[config.mk]
export PLATFORM = sky130hd
export DESIGN_NAME = dsm_dac
export DESIGN_NICKNAME = d
export VERILOG_FILES = /design/src/rtl/dsm_dac.sv
export SDC_FILE = /design/constraint.sdc
export NUM_CORES = 1
export LEC_CHECK = 0
export ABC_AREA = 0
export CORE_ASPECT_RATIO = 1.2
export CORE_UTILIZATION = 33
export CTS_BUF_LIST = sky130_fd_sc_hd__clkbuf_8 sky130_fd_sc_hd__clkbuf_16
export CTS_CLUSTER_DIAMETER = 60
export DETAILED_ROUTE_END_ITERATION = 10
export DONT_BUFFER_PORTS = 1
export SETUP_SLACK_MARGIN = 0.5
export SYNTH_ARGS = -nofsm -noshare
export SYNTH_HDL_FRONTEND = slang
export SYNTH_SLANG_ARGS = --single-unit
[constraint.sdc]
create_clock -name clk -period 6.3 [get_ports clk]
set_clock_uncertainty 0.15 [all_clocks]
set_input_delay 1.26 -clock clk [delete_from_list [all_inputs] [get_ports clk]]
set_output_delay 1.26 -clock clk [all_outputs]
set_load 0.03 [all_outputs]
[src/rtl/dsm_dac.sv]
// Delta-sigma DAC channel: input FIFO, frame-held data register, first- or second-order loop.
// Define DSM_SECOND_ORDER_EN for the second-order loop; the default build is first order.
module dsm_dac #(
  parameter int DW        = 16,
  parameter int OSR_LOG2  = 4,
  parameter int FIFO_LOG2 = 2
) (
  input  logic                 clk,
  input  logic                 reset,
  input  logic signed [DW-1:0] d,
  input  logic                 wd,
  output logic                 ready,
  output logic [FIFO_LOG2:0]   level,
  input  logic                 sample,
  output logic                 bs,
  output logic                 underrun,
  output logic                 overflow
);

  localparam int DEPTH = 1 << FIFO_LOG2;
  localparam int AW1   = DW + 2;
  localparam logic [FIFO_LOG2:0] FULL = (FIFO_LOG2 + 1)'(DEPTH);
  localparam logic signed [AW1-1:0] FB1 = {3'b000, {(DW - 1){1'b1}}};

  logic [DW-1:0]          mem [DEPTH];
  logic [FIFO_LOG2-1:0]   wr_ptr, rd_ptr;
  logic [OSR_LOG2-1:0]    cnt;
  logic signed [DW-1:0]   dr;
  logic                   push, pop, frame_end;
  logic signed [AW1-1:0]  x1, fb1, acc1;

  assign ready     = (level != FULL);
  assign push      = wd && ready;
  assign frame_end = sample && (cnt == '1);
  assign pop       = frame_end && (level != '0);

  // NOTE: FIFO storage has no reset; level and pointers alone define which entries are valid.
  always_ff @(posedge clk) begin
    if (push) mem[wr_ptr] <= d;
  end

  // NOTE: all state is updated with non-blocking assignments so every process sees pre-edge values.
  always_ff @(posedge clk or posedge reset) begin
    if (reset) begin
      wr_ptr   <= '0;
      rd_ptr   <= '0;
      level    <= '0;
      dr       <= '0;
      cnt      <= '0;
      underrun <= 1'b0;
      overflow <= 1'b0;
    end else begin
      underrun <= frame_end && (level == '0);
      overflow <= wd && !ready;
      if (push) wr_ptr <= wr_ptr + FIFO_LOG2'(1);
      if (pop) begin
        rd_ptr <= rd_ptr + FIFO_LOG2'(1);
        dr     <= mem[rd_ptr];
      end
      case ({push, pop})
        2'b10:   level <= level + (FIFO_LOG2 + 1)'(1);
        2'b01:   level <= level - (FIFO_LOG2 + 1)'(1);
        default: level <= level;
      endcase
      if (sample) cnt <= cnt + OSR_LOG2'(1);
    end
  end

  // Feedback is the registered bit mapped to +/- (full scale - 1).
  assign x1  = {{2{dr[DW-1]}}, dr};
  assign fb1 = bs ? FB1 : -FB1;

`ifdef DSM_SECOND_ORDER_EN
  localparam int AW2 = DW + 4;
  localparam logic signed [AW2-1:0] FB2 = {5'b00000, {(DW - 1){1'b1}}};

  logic signed [AW2-1:0] acc2, fb2;

  assign fb2 = bs ? FB2 : -FB2;

  always_ff @(posedge clk or posedge reset) begin
    if (reset) begin
      acc1 <= '0;
      acc2 <= '0;
      bs   <= 1'b0;
    end else if (sample) begin
      acc1 <= acc1 + x1 - fb1;
      acc2 <= acc2 + {{2{acc1[AW1-1]}}, acc1} - fb2;
      bs   <= !acc2[AW2-1];
    end
  end
`else
  always_ff @(posedge clk or posedge reset) begin
    if (reset) begin
      acc1 <= '0;
      bs   <= 1'b0;
    end else if (sample) begin
      acc1 <= acc1 + x1 - fb1;
      bs   <= !acc1[AW1-1];
    end
  end
`endif

endmodule

==> results.yml <==
die:
  design.portCount: 27
  horizontal_die_dimension_um: 121.9
  dieArea_sq_mm: 0.01779
  initial_core_util: 0.3380
  floorplan.core_area_sq_mm: 0.01685
  row_count: 52
  dieHeight_um: 145.9
synthesis:
  syn-instance-count: 451
  synthesis.area_sq_mm: 0.005695
  synth_warnings: 0
  count_of_flip_flops_with_a_built_in_enable_after_synthesis: 64
  synth-seq-area-share: 0.5483
  dominantRegCellSynth: "edfxtp_1"
  ys_async_sr_fraction: 0.4286
  post_synth_num_cell_types: 52
  synth_seq_cells: 112
  mappedNetlistNets: 513
  post_synth.cell_area_avg_sq_um: 12.63
global_routing:
  global_route.usage.total: 0.1199
  total_grt_overflow: 0
  antenna_found_initial: 0
  global_route_wire_length_before_repair_um: 16440
  grt_max_degree: 49
  via_count_of_the_first_global_routing_pass: 3302
critical_path:
  crit_path_max_fanout: 18
  rr_worst_depth: 10
  cp_data_required_time_ps: 6390
  startpoint_type: "flop"
  cp.buffers_inverters: 2
  critical_path_arrival_ps: 3520
  worstSetupEndpointType: "flop"
  worst_path_top_cell_family_by_delay: "adder cells"
  crit_path_cell_trace: "buf_4 -> fa_1 -> inv_1 -> fa_1 -> a211oi_2 -> o21bai_1 -> a21oi_2 -> nor2b_1 -> or3_1 -> o311ai_0"
  stages_on_the_worst_setup_path: 10
  critical-path-top-cell-by-count: "fa_1"
  critical-path-slowest-cell: "fa_1"
  max_stage_delay_ps: 560
  criticalPathCategory: "reg2reg"
timing:
  slew_headroom: 0.2937
  setup_viol_count_final: 0
  timing.final.ws_setup_ps: 2873
  maxSlewViolCount: 0
  fmax_mhz: 291.8
  finalWorstPathRequiredPeriod_ps: 3427
  rsz0062_at_grt: "false"
  hold_viol_final: 0
  finalSetupTns_ps: 0
  tightest_slew_ps: 1059
  timing.final.crit_share: 0.5440
detailed_routing:
  routed_via_density: 4.783
  drt_antenna_net_count: 0
  first_pass_iteration_count_of_the_detailed_router: 4
  vias: 3200
  wl_met3_um: 339
  route.met2.wl_um: 4621
  route.layer.met1.wl_um: 4307
  route.detailed.drc: 0
  routed_wirelength_um: 9508
  detailedRoute.firstIterationViolations: 153
  highest_layer: "met4"
  detail_route.wl_per_cell_um: 14.21
flow_run:
  maxCapViolCount: 0
clock_network:
  tritoncts: "yes"
  ctsResizeCount: 0
  clkSinkCount: 112
  clockBufferDepth: 2
  post_cts.repair.setup_buffers: 0
  cts.reportedPaths.clkPinSlew_ps: 80
  tritoncts.num_buffers: 9
  cts_max_level: 3
  cts_hold_repair_buffers: 0
  clkLatencyLatePin_ps: 350
  clk_root_buffer_cell: "clkbuf_16"
run_status:
  result_of_the_run: "completed"
cells_and_area:
  num-nets-final: 510
  final.fill_count: 1576
  final_layout_size_suffix_gt1_frac: 0.1082
  insertedDiodeCount: 0
  syn_to_final_growth_pct: 9.490
placed_design:
  dpl_worst_slack_ps: 2859
  place_hpwl_um: 6639
  globalplace.congestion: 0.7898
  placement.io_buffers: 0
hold_path:
  hold_path.class: "reg2reg"
  holdPathStages: 1
## through the flow
stage / instance area, sq um / hold slack (ps) / instances / util
after global routing: 6236 / 338.1 / 669 / 0.3701
after detailed placement: 5902 / 323.0 / 653 / 0.3502
after global placement: 5902 / 314.7 / 653 / 0.3502
after floorplan: 5695 / 291.3 / 451 / -
after CTS: 6236 / 335.7 / 669 / 0.3701
final: 6236 / 336.3 / 669 / 0.3701
## flip-flops by register name, summed over array words and instances (netlist names)
| register | flops |
|---|---|
| mem | 64 |
| acc1 | 18 |
| dr | 16 |
| cnt | 4 |
| level | 3 |
| rd_ptr | 2 |
| wr_ptr | 2 |
| bs | 1 |
| overflow | 1 |
| underrun | 1 |
## layout make-up
class	instances	area [sq um]	share of cell area
flip-flops and latches	112	3123	0.5008
multi-input cells	258	2250	0.3608
well taps	216	270.3	0.04334
inverters	65	244.0	0.03913
clock buffers	9	225.2	0.03612
clock inverters	7	108.9	0.01746
repair buffers	2	15.01	0.002408
## metal layers
layer	GRT usage	vias to the layer above
met4	0.05494	0
met1	0.1519	1564
met3	0.02782	17
li1	-	1575
met2	0.1927	44
met5	0	-
## cells in the mapped netlist, types with 3 or more instances
cell type	n	area [sq um]
nor3_1	5	25.02
mux2_2	4	45.04
clkbuf_1	7	26.28
nand4_1	6	37.54
a21oi_2	4	35.03
dfrtp_1	48	1201
o21a_1	3	22.52
fa_1	18	360.4
mux4_2	16	360.4
o21ai_0	33	165.2
a211oi_1	3	22.52
nand2_1	40	150.1
nor2_1	18	67.56
and3_1	8	50.05
nor2b_1	4	25.02
xor2_1	6	52.55
a21oi_1	13	65.06
mux2i_1	5	50.05
ha_1	24	300.3
edfxtp_1	64	1922
xnor2_1	12	105.1
inv_1	65	244.0
buf_2	5	25.02
## cells in the final DEF, fill, tap and decap left out, types with 3 or more instances in the layout
cell type  instances
xor2_1             6
o21a_1             3
nand4_1            6
and3_1             8
nor2_1            17
a211oi_1           3
mux2_2             4
nor3_1             5
mux4_2            16
ha_1              24
dfrtp_1           48
edfxtp_1          64
a21oi_1           13
fa_1              18
mux2i_1            5
xnor2_1           12
nand2_1           40
nor2b_1            4
clkbuf_16          9
a21oi_2            4
o21ai_0           33
inv_1             64
## logic make-up (layout without fill, tap and decap cells)
logic type                 count (synthesis)  after routing  share of synthesized area
buffers and inverters                     81             83                    0.05712
and+or+nand+nor                           93             93                    0.07733
DFF                                      112            112                     0.5483
muxes                                     26             26                    0.08194
xor gates and xnor gates                  18             18                    0.02768
adders and majority gates                 42             42                     0.1160
AOI/OAI and AO/OA                         79             79                    0.09161
## final timing paths
check	start	to	slack, ps
hold / removal	cnt[3]$_DFFE_PP0P_	cnt[3]$_DFFE_PP0P_	340
hold reg to reg	cnt[3]$_DFFE_PP0P_	cnt[3]$_DFFE_PP0P_	340
setup reg to reg	bs$_DFFE_PP0P_	acc1[8]$_DFFE_PP0P_	2870
min in group asynchronous	reset	acc1[15]$_DFFE_PP0P_	860
setup / recovery	bs$_DFFE_PP0P_	acc1[8]$_DFFE_PP0P_	2870
max in group asynchronous	reset	dr[0]$_DFFE_PP0P_	4510
Power is not shown: default switching activity piles up to over one toggle a cycle in this logic, so the estimate is an artifact.
